`config.mk`:
```
export PLATFORM = sky130hd
export DESIGN_NAME = uart_tx_framer
export DESIGN_NICKNAME = d
export VERILOG_FILES = /design/src/rtl/uart_pkg.sv /design/src/rtl/uart_tx_framer.sv
export SDC_FILE = /design/constraint.sdc
export NUM_CORES = 1
export LEC_CHECK = 0
export ABC_AREA = 1
export CAP_MARGIN = 30
export CORE_MARGIN = 2
export CORE_UTILIZATION = 46
export DETAILED_ROUTE_END_ITERATION = 12
export GPL_TIMING_DRIVEN = 0
export PLACE_DENSITY = 0.77
export SYNTH_ARGS = -nofsm -noshare
export SYNTH_HDL_FRONTEND = slang
export SYNTH_SLANG_ARGS = --single-unit
export TNS_END_PERCENT = 20
```
`constraint.sdc`:
```
create_clock -name sys_clk -period 1.2 [get_ports sys_clk]
set_input_delay 0.18 -clock sys_clk [delete_from_list [all_inputs] [get_ports sys_clk]]
set_output_delay 0.18 -clock sys_clk [all_outputs]
set_load 0.005 [all_outputs]
```
`src/rtl/uart_pkg.sv`:
```
// Shared UART definitions used by both the Tx framer and the Rx side:
// state encodings, frame-format limits and a parity helper.
package uart_pkg;

   // Legal frame-format ranges
   localparam int UART_MIN_DATA_BITS = 5;
   localparam int UART_MAX_DATA_BITS = 8;
   localparam int UART_MIN_STOP_BITS = 1;
   localparam int UART_MAX_STOP_BITS = 2;

   // Frame sequencing states. PARITY is only visited when parity is built in.
   typedef enum logic [2:0] {
      ST_IDLE   = 3'd0,
      ST_WAIT   = 3'd1,
      ST_START  = 3'd2,
      ST_DATA   = 3'd3,
      ST_PARITY = 3'd4,
      ST_STOP   = 3'd5
   } uart_state_e;

   // Parity over a zero-extended data word. Unused upper bits are zero and
   // do not affect the XOR. Setting odd inverts the even-parity result.
   function automatic logic parity_bit(input logic [UART_MAX_DATA_BITS-1:0] data,
                                       input logic                          odd);
      return (^data) ^ odd;
   endfunction

endpackage

```
`src/rtl/uart_tx_framer.sv`:
```
// UART transmit framer: accepts a word on tx_valid/tx_ready, waits for the
// next bit_tick to align, then shifts out start, data (LSB first), optional
// parity and stop bits, one bit per bit_tick period, and pulses tx_done.
// Optional parity bit is built in when macro UART_TX_PARITY_EN is defined.
module uart_tx_framer
   import uart_pkg::*;
#(
   parameter int DATA_BITS  = 8,
   parameter int STOP_BITS  = 1,
   parameter int PARITY_ODD = 0
) (
   input  logic                 sys_clk,
   input  logic                 reset,
   input  logic                 bit_tick,
   input  logic [DATA_BITS-1:0] tx_data,
   input  logic                 tx_valid,
   output logic                 tx_ready,
   output logic                 tx_busy,
   output logic                 tx_done,
   output logic                 txd
);

   localparam int             CNT_W     = $clog2(DATA_BITS);
   localparam logic [CNT_W-1:0] LAST_BIT  = CNT_W'(DATA_BITS - 1);
   localparam logic           LAST_STOP = 1'(STOP_BITS - 1);

   uart_state_e          state, state_nxt;
   logic [DATA_BITS-1:0] shift_q, shift_nxt;
   logic [CNT_W-1:0]     bit_cnt, bit_cnt_nxt;
   logic                 stop_cnt, stop_cnt_nxt;
   logic                 txd_q, txd_nxt;
   logic                 done_q, done_nxt;

`ifdef UART_TX_PARITY_EN
   logic                 parity_q, parity_nxt;
`else
   // Odd/even selection only matters when parity is built in.
   logic                 unused_parity_cfg;
   assign unused_parity_cfg = (PARITY_ODD != 0);
`endif

   // State and datapath registers; reset forces an idle-high line.
   always_ff @(posedge sys_clk or posedge reset) begin
      if (reset) begin
         state    <= ST_IDLE;
         // NOTE: the shift register is a handful of flops, not a RAM, so it is
         // cleared with everything else to keep post-reset state deterministic.
         shift_q  <= '0;
         bit_cnt  <= '0;
         stop_cnt <= 1'b0;
         txd_q    <= 1'b1;
         done_q   <= 1'b0;
`ifdef UART_TX_PARITY_EN
         parity_q <= 1'b0;
`endif
      end else begin
         // NOTE: non-blocking assignments so every register samples the
         // pre-edge values computed by the combinational block.
         state    <= state_nxt;
         shift_q  <= shift_nxt;
         bit_cnt  <= bit_cnt_nxt;
         stop_cnt <= stop_cnt_nxt;
         txd_q    <= txd_nxt;
         done_q   <= done_nxt;
`ifdef UART_TX_PARITY_EN
         parity_q <= parity_nxt;
`endif
      end
   end

   // Next-state and next-datapath logic; only acceptance ignores bit_tick.
   always_comb begin
      // NOTE: every output of this block is defaulted first so no path
      // through the case statement can infer a latch.
      state_nxt    = state;
      shift_nxt    = shift_q;
      bit_cnt_nxt  = bit_cnt;
      stop_cnt_nxt = stop_cnt;
      txd_nxt      = txd_q;
      done_nxt     = 1'b0;
`ifdef UART_TX_PARITY_EN
      parity_nxt   = parity_q;
`endif

      unique case (state)
         ST_IDLE: begin
            if (tx_valid) begin
               shift_nxt = tx_data;
               state_nxt = ST_WAIT;
`ifdef UART_TX_PARITY_EN
               parity_nxt = parity_bit(UART_MAX_DATA_BITS'(tx_data), PARITY_ODD != 0);
`endif
            end
         end

         ST_WAIT: begin
            if (bit_tick) begin
               state_nxt = ST_START;
               txd_nxt   = 1'b0;
            end
         end

         ST_START: begin
            if (bit_tick) begin
               state_nxt   = ST_DATA;
               txd_nxt     = shift_q[0];
               bit_cnt_nxt = '0;
            end
         end

         ST_DATA: begin
            if (bit_tick) begin
               if (bit_cnt == LAST_BIT) begin
`ifdef UART_TX_PARITY_EN
                  state_nxt    = ST_PARITY;
                  txd_nxt      = parity_q;
`else
                  state_nxt    = ST_STOP;
                  txd_nxt      = 1'b1;
                  stop_cnt_nxt = 1'b0;
`endif
               end else begin
                  shift_nxt   = shift_q >> 1;
                  txd_nxt     = shift_q[1];
                  bit_cnt_nxt = bit_cnt + CNT_W'(1);
               end
            end
         end

`ifdef UART_TX_PARITY_EN
         ST_PARITY: begin
            if (bit_tick) begin
               state_nxt    = ST_STOP;
               txd_nxt      = 1'b1;
               stop_cnt_nxt = 1'b0;
            end
         end
`endif

         ST_STOP: begin
            if (bit_tick) begin
               if (stop_cnt == LAST_STOP) begin
                  state_nxt    = ST_IDLE;
                  done_nxt     = 1'b1;
                  stop_cnt_nxt = 1'b0;
               end else begin
                  stop_cnt_nxt = stop_cnt + 1'b1;
               end
            end
         end

         default: begin
            state_nxt = ST_IDLE;
            txd_nxt   = 1'b1;
         end
      endcase
   end

   assign tx_ready = (state == ST_IDLE);
   assign tx_busy  = ~tx_ready;
   assign tx_done  = done_q;
   assign txd      = txd_q;

endmodule

```
# After elaboration in Yosys (flattened, before gate mapping)
# Index checks and enable logic that the tools add are counted.
[word_totals] reg_bits=17 in_bits=12
[op_classes] add_sub_neg=2 n_eq_ne=13 n_mux=29 n_bitwise=2 n_reduce_logical=10
[ops] op="3-bit two-way mux" n=10
[ops] op="8-bit two-way mux" n=3
[ops] op="2-bit inequality test (second input constant)" n=8
[ops] op="8-bit one-hot mux with 2 select lines" n=1
[ops] op="4-bit AND reduction" n=4
[ops] op="3-bit one-hot mux with 5 select lines" n=1
[ops] op="1-bit two-way mux" n=11
[ops] op="7-bit AND reduction" n=1
[ops] op="3-bit by 2-bit equality test with 1-bit output (second input constant)" n=2
[ops] op="3-bit equality test (second input constant)" n=2
[ops] op="3-bit one-hot mux with 2 select lines" n=1
[ops] op="2-bit nonzero test" n=3
[ops] op="1-bit one-hot mux with 4 select lines" n=1
[ops] op="3-bit by 1-bit adder with 3-bit output (second input constant)" n=1
[ops] op="3-bit by 1-bit equality test with 1-bit output (second input constant)" n=1
[ops] op="3-bit logical NOT" n=1
[ops] op="1-bit NOT" n=2
[ops] op="1-bit one-hot mux with 2 select lines" n=1
[ops] op="2-bit OR reduction" n=1
[ops] op="1-bit adder (second input constant)" n=1

# Depth between registers and ports, before layout
# Gate-level depths: netlist of run 1.
[depth] word_depth=4 mapped_depth=9

# Worst setup path after synthesis of run 1
# OpenSTA, ideal clock, no wires.
[synth_timing] path_type="register to register" startpoint="register bit_cnt[0]" endpoint="register shift_q[7]" arrival_ns=1.165 slack_ns=-0.082 path_stages_with_launch=9 path_buffers=0 period_less_slack_ns=1.282 cell_sequence="dfrtp_1 -> ha_1 -> ha_1 -> inv_1 -> nand2_2 -> nand2_4 -> nand2_4 -> nand2_1 -> nand2_1"
[synth_between] elab_chain_cells=3
[synth_lines] item="from (decl)" line_no="uart_tx_framer.sv:29" rtl="logic [CNT_W-1:0] bit_cnt, bit_cnt_nxt;"
[synth_lines] item="from (signal assigned)" line_no="uart_tx_framer.sv:61" rtl="bit_cnt <= bit_cnt_nxt;"
[synth_lines] item="3-bit equality test" line_no="uart_tx_framer.sv:113" rtl="if (bit_cnt == LAST_BIT) begin"
[synth_lines] item="2-bit inequality test (no line)"
[synth_lines] item="4-bit AND reduction (no line)"
[synth_lines] item="to (signal assigned)" line_no="uart_tx_framer.sv:60" rtl="shift_q <= shift_nxt;"
[synth_lines] item="to (decl)" line_no="uart_tx_framer.sv:28" rtl="logic [DATA_BITS-1:0] shift_q, shift_nxt;"
# No other way between the ends.
# A chain may end at the register's enable or synchronous reset.

# Worst setup path after layout of run 1
[layout_timing] startpoint="register state[2]" endpoint="output tx_ready"
[layout_between] elab_chain_cells=1
[layout_lines] item="from (decl)" line_no="uart_tx_framer.sv:27" rtl="uart_state_e state, state_nxt;"
[layout_lines] item="from (signal assigned)" line_no="uart_tx_framer.sv:59" rtl="state <= state_nxt;"
[layout_lines] item="3-bit logical NOT" line_no="uart_tx_framer.sv:159" rtl="assign tx_ready = (state == ST_IDLE);"
[layout_lines] item="to (decl)" line_no="uart_tx_framer.sv:17" rtl="output logic tx_ready,"
# No other way between the ends.

==> results of run 1 <==
-- power by group through the flow --
stage | sequential, mW | clock [mW] | combinational (mW)
6_report | 1.01 | 0.379 | 2.42
5_1_grt | 1.04 | 0.400 | 2.66
3_3_place_gp | 0.991 | 0 | 1.76
4_1_cts | 1.01 | 0.372 | 2.04
3_5_place_dp | 1.00 | 0 | 1.83
2_1_floorplan | 0.964 | 0 | 1.39
-- per-stage QoR --
step	instances	total power, mW	setup slack (ns)	setup TNS, ns
after CTS	180	3.42	-0.150	-2.03
after global routing	182	4.10	-0.224	-3.34
after global placement	171	2.75	-0.320	-3.36
after floorplan	129	2.36	-0.00984	-0.0753
after detailed placement	171	2.83	-0.337	-3.82
final	182	3.81	-0.165	-2.20
-- synth_stat cells, drive strengths merged --
library cell	count
dfstp	1
nor2	5
o21bai	2
nand2	66
o211ai	1
ha	2
o21ai	3
nand4	2
inv	11
o22ai	1
buf	2
dfrtp	15
nand3	18
-- area by class of cell --
class	instances	area share [%]
Timing Repair Buffer	22	14.5
Buffer	2	1.66
Tap cell	27	2.48
Sequential cell	16	29.7
Inverter	11	3.96
Multi-Input combinational cell	100	45.0
Clock buffer	4	2.67
-- critical path, cell delays in order, from the launching register on --
cell and delay (ns):
dfrtp_2 0.49, nor2_4 0.17, nand2_4 0.08, inv_1 0.05, buf_2 0.10
-- sequential cells by signal, summed over array words and instances, names as in the netlist --
signal and cells:
txd 1, shift_q 8, tx_done 1, state 3, bit_cnt 3
-- metal layers --
layer	GRT usage, %	vias up	part of all wire, %	wire, um
met5	0	-	0	0
met4	7.41	0	1.4	35
met3	3.64	6	8.6	211
met2	35.7	58	51	1260
met1	26.9	477	38	940
li1	-	464	-	-
-- what timing repair did --
item / 4_1_cts / 5_1_grt
setup buffers: 4 / 2
hold buffers: 0 / 0
pin swaps: 4 / 9
endpoints found under the setup margin: 19 / 17
cloned: 1 / 0
resized for setup: 24 / 14
-- final timing paths --
path | from | to | slack, ns | cells after the start
min in group sys_clk | tx_data[7] | shift_q[7] | 0.45 | 3
worst max-delay path | state[2] | tx_ready | -0.16 | 4
worst min-delay path | reset | shift_q[3] | 0.23 | 2
worst min register to register | txd | txd | 0.49 | 2
worst max register to register | bit_cnt[0] | state[0] | -0.16 | 8
max in group asynchronous | reset | state[2] | 0.53 | 2
-- cell families after synthesis --
group | after synthesis | share of synthesized area, %
adder cells (fa/ha/maj) | 2 | 2.56
buffers and inverters | 13 | 7.03
flip-flops | 16 | 41.0
AND/OR/NAND/NOR | 91 | 44.4
AO/OA/AOI/OAI | 7 | 4.99
==> flow_summary.json, run 1 <==
{
  "syn-num-nets": 143,
  "grt_start_max_net_pins": 17,
  "die_h_um": 50.1,
  "drive_gt1_share_pct": 32.9,
  "clockPowerShare_pct": 9.9,
  "end_kind": "output port",
  "clock-sinks": 16,
  "seqCellArea_um2": 404,
  "powerDensity_mw_per_mm2": 2800,
  "clkLatencyLatePin_ns": 0.30,
  "slew_headroom_pct": 59.7,
  "rsz0062_at_grt": "true",
  "whs_ns": 0.231,
  "final_area_mm2": 0.00136,
  "ys_top_cells_by_area": "dfrtp_1 (38%), nand2_1 (23%), nand3_1 (8.2%)",
  "cp.arrival_ns": 1.18,
  "htreeDepth": 1,
  "power.leakage_nw": 0.711,
  "pwr-share-seq_pct": 26.6,
  "cts_buffer_depth": 2,
  "fp.dieW_um": 50.1,
  "port_buffers": 15,
  "firstDrtPassIters": 4,
  "synth_top_area_share_pct": 38.4,
  "cts_buffers": 3,
  "yosys_warnings": 0,
  "dpl.hpwl_um": 1540,
  "avgViaCountPerCell": 5.52,
  "grt_pass1_vias": 947,
  "antenna_found_initial": 0,
  "avgSynthCellArea_um2": 7.58,
  "vias": 1005,
  "setup_violations": 17,
  "rows": 16,
  "crit_path_max_fanout": 6,
  "max-cap-violations": 0,
  "area_growth_pct": 39.0,
  "hold_path.class": "primary input to asynchronous set/reset pin",
  "violations": "setup timing",
  "clk_pin_slew_worst_paths_ns": 0.11,
  "ant_nets": 0,
  "crit_required_ns": 1.02,
  "cts-root-buf": "clkbuf_4",
  "status": "finished with violations",
  "wl_per_cell_um": 13.4,
  "n_fill_cell": 154,
  "p_switching_mw": 1.81,
  "ys_seq_area_share_pct": 41.0,
  "swShare_pct": 47.4,
  "internal-power_mw": 2.00,
  "ir_drop_uv": 1650,
  "ys_ff_latch": 16,
  "netlist_area_um2": 978,
  "finalNetCount": 170,
  "gp_congestion": 0.962,
  "cts_tree": "built",
  "diodes": 0,
  "clock-skew-final_ns": 0.00752,
  "fin_crit_sh_pct": 114,
  "period_needed_ns": 1.36,
  "core-area_mm2": 0.00198,
  "hold_viol": 0,
  "start_util_pct": 49.4,
  "fmax_mhz": 733,
  "final-max-slew-violation-count": 0,
  "synth_largest_area_cell": "dfrtp_1",
  "grt_first_pass_wirelength_um": 4110,
  "worst_slack_ns": -0.165,
  "dpl-instance-area_mm2": 0.00118,
  "synth_cell_types": 22,
  "worst_setup_path_start_kind": "flop",
  "final_common_cell": "nand2_1",
  "crit_type": "flop to output port",
  "multi_input_area_um2": 612,
  "final_cell_mix": "nand2_1 (51), nand3_1 (13), dfrtp_1 (13)",
  "worst_pin_slew_ns": 0.604,
  "drt_iter0_markers": 28,
  "grt_overflow": 0,
  "combPwrFrac_pct": 63.5,
  "post-route-util_pct": 68.6,
  "dieArea_mm2": 0.00251,
  "wl_um": 2450,
  "netlist_instances": 129,
  "grt.total_usage_pct": 21.2,
  "io_pins": 16,
  "drc": 0
}
(Power assumes the default switching activity.)
==> inputs of run 2 (changes only) <==
--- a/config.mk
+++ b/config.mk
@@ -11,6 +11,7 @@
 export CORE_UTILIZATION = 46
 export DETAILED_ROUTE_END_ITERATION = 12
 export GPL_TIMING_DRIVEN = 0
+export MAX_ROUTING_LAYER = met4
 export PLACE_DENSITY = 0.77
 export SYNTH_ARGS = -nofsm -noshare
 export SYNTH_HDL_FRONTEND = slang
==> flow_summary.json, run 2 (synthesis results as in run 1) <==
{
  "io_pins": 16,
  "seqCellArea_um2": 404,
  "finalNetCount": 170,
  "grt_first_pass_wirelength_um": 4090,
  "clockPowerShare_pct": 9.9,
  "top_layer": "met4",
  "fin_crit_sh_pct": 114,
  "firstDrtPassIters": 4,
  "final_cell_mix": "nand2_1 (51), nand3_1 (13), dfrtp_1 (13)",
  "cts_buffers": 3,
  "vias": 981,
  "antenna_found_initial": 0,
  "wl_met2_um": 1230,
  "status": "finished with violations",
  "worst_slack_ns": -0.164,
  "finalSetupTns_ns": -2.21,
  "drc": 0,
  "powerDensity_mw_per_mm2": 2800,
  "wl_um": 2420,
  "final-max-slew-violation-count": 0,
  "crit_path_max_fanout": 6,
  "cts_hold_buf": 0,
  "whs_ns": 0.231,
  "rows": 16,
  "wl_met1_um": 980,
  "internal-power_mw": 2.00,
  "max-cap-violations": 0,
  "diodes": 0,
  "area_growth_pct": 39.0,
  "avgViaCountPerCell": 5.39,
  "ir_drop_uv": 1640,
  "rsz0062_at_grt": "true",
  "hold_viol": 0,
  "largest_reg_flops": 8,
  "clock-sinks": 16,
  "swShare_pct": 47.4,
  "pwr-share-seq_pct": 26.6,
  "cp.arrival_ns": 1.18,
  "worst_setup_path_start_kind": "flop",
  "clk_pin_slew_worst_paths_ns": 0.11,
  "top_regs": "shift_q (8), bit_cnt (3), state (3)",
  "ant_nets": 0,
  "end_kind": "output port",
  "cts_tree": "built",
  "multi_input_area_um2": 612,
  "power.leakage_nw": 0.711,
  "cts-root-buf": "clkbuf_4",
  "cts_buffer_depth": 2,
  "p_switching_mw": 1.80,
  "combPwrFrac_pct": 63.5,
  "grt_start_max_net_pins": 17,
  "gp_congestion": 0.979,
  "drive_gt1_share_pct": 32.9,
  "port_buffers": 15,
  "crit_required_ns": 1.02,
  "final_common_cell": "nand2_1",
  "core-area_mm2": 0.00198,
  "violations": "setup timing",
  "grt_overflow": 0,
  "period_needed_ns": 1.36,
  "wl_per_cell_um": 13.3,
  "hold_path.class": "primary input to asynchronous set/reset pin",
  "top_register": "shift_q",
  "dpl.hpwl_um": 1540,
  "fmax_mhz": 733,
  "grt.total_usage_pct": 21.7,
  "grt_pass1_vias": 945,
  "htreeDepth": 1,
  "start_util_pct": 49.4,
  "drt_iter0_markers": 37,
  "wl_met3_um": 161,
  "reg2reg_depth": 8,
  "dieArea_mm2": 0.00251,
  "slew_headroom_pct": 60.1,
  "crit_type": "flop to output port",
  "worst_pin_slew_ns": 0.598,
  "n_fill_cell": 154,
  "die_h_um": 50.1,
  "clock-skew-final_ns": 0.00620,
  "fp.dieW_um": 50.1,
  "clkLatencyLatePin_ns": 0.30,
  "setup_violations": 17
}
## run 2: what timing repair did
| item | 4_1_cts | 5_1_grt |
|---|---|---|
| hold endpoints to repair | 0 | 0 |
| setup buffers | 4 | 2 |
| resized for setup | 24 | 14 |
| gates cloned | 1 | 0 |
| pin swaps | 4 | 9 |
| setup endpoints to repair | 19 | 17 |
## run 2: cell type report
class | instances | share of cell area, %
inverters | 11 | 3.96
flip-flops and latches | 16 | 29.7
well taps | 27 | 2.48
plain buffers | 2 | 1.66
repair buffers | 22 | 14.5
multi-input cells | 100 | 45.0
clock buffers | 4 | 2.67
## run 2: path summary, 6_finish.rpt
check | from | endpoint | slack [ns]
max in group asynchronous | reset | state[1] | 0.54
min in group sys_clk | tx_data[7] | shift_q[7] | 0.45
worst min-delay path | reset | shift_q[3] | 0.23
worst max register to register | bit_cnt[0] | state[0] | -0.16
worst min register to register | txd | txd | 0.49
worst max-delay path | state[2] | tx_ready | -0.16
## run 2: critical path: stages, from the launching register on
cell and delay (ns):
dfrtp_2 0.49, nor2_4 0.17, nand2_4 0.08, inv_1 0.05, buf_2 0.10
## run 2: power by group through the flow
| stage | combinational (mW) | sequential (mW) | clock (mW) |
|---|---|---|---|
| final | 2.42 | 1.01 | 0.378 |
| after global routing | 2.66 | 1.04 | 0.400 |
| after CTS | 2.04 | 1.01 | 0.372 |
| after detailed placement | 1.83 | 1.00 | 0 |
| after global placement | 1.76 | 0.991 | 0 |
| after floorplan | 1.39 | 0.964 | 0 |
## run 2: stage by stage
step | worst slack [ns] | util, % | total power, mW | area, um2 | instances
4_1_cts | -0.150 | 64.5 | 3.42 | 1280 | 180
5_1_grt | -0.224 | 68.6 | 4.10 | 1360 | 182
3_5_place_dp | -0.337 | 59.7 | 2.83 | 1180 | 171
2_1_floorplan | -0.00984 | - | 2.36 | 998 | 129
6_report | -0.164 | 68.6 | 3.81 | 1360 | 182
3_3_place_gp | -0.320 | 59.7 | 2.75 | 1180 | 171
## run 2: routing by layer
| metal | vias to the layer above | global-route usage [%] |
|---|---|---|
| met5 | - | - |
| met4 | 0 | 7.41 |
| met3 | 12 | 3.64 |
| met2 | 42 | 35.7 |
| met1 | 461 | 26.7 |
| li1 | 466 | - |
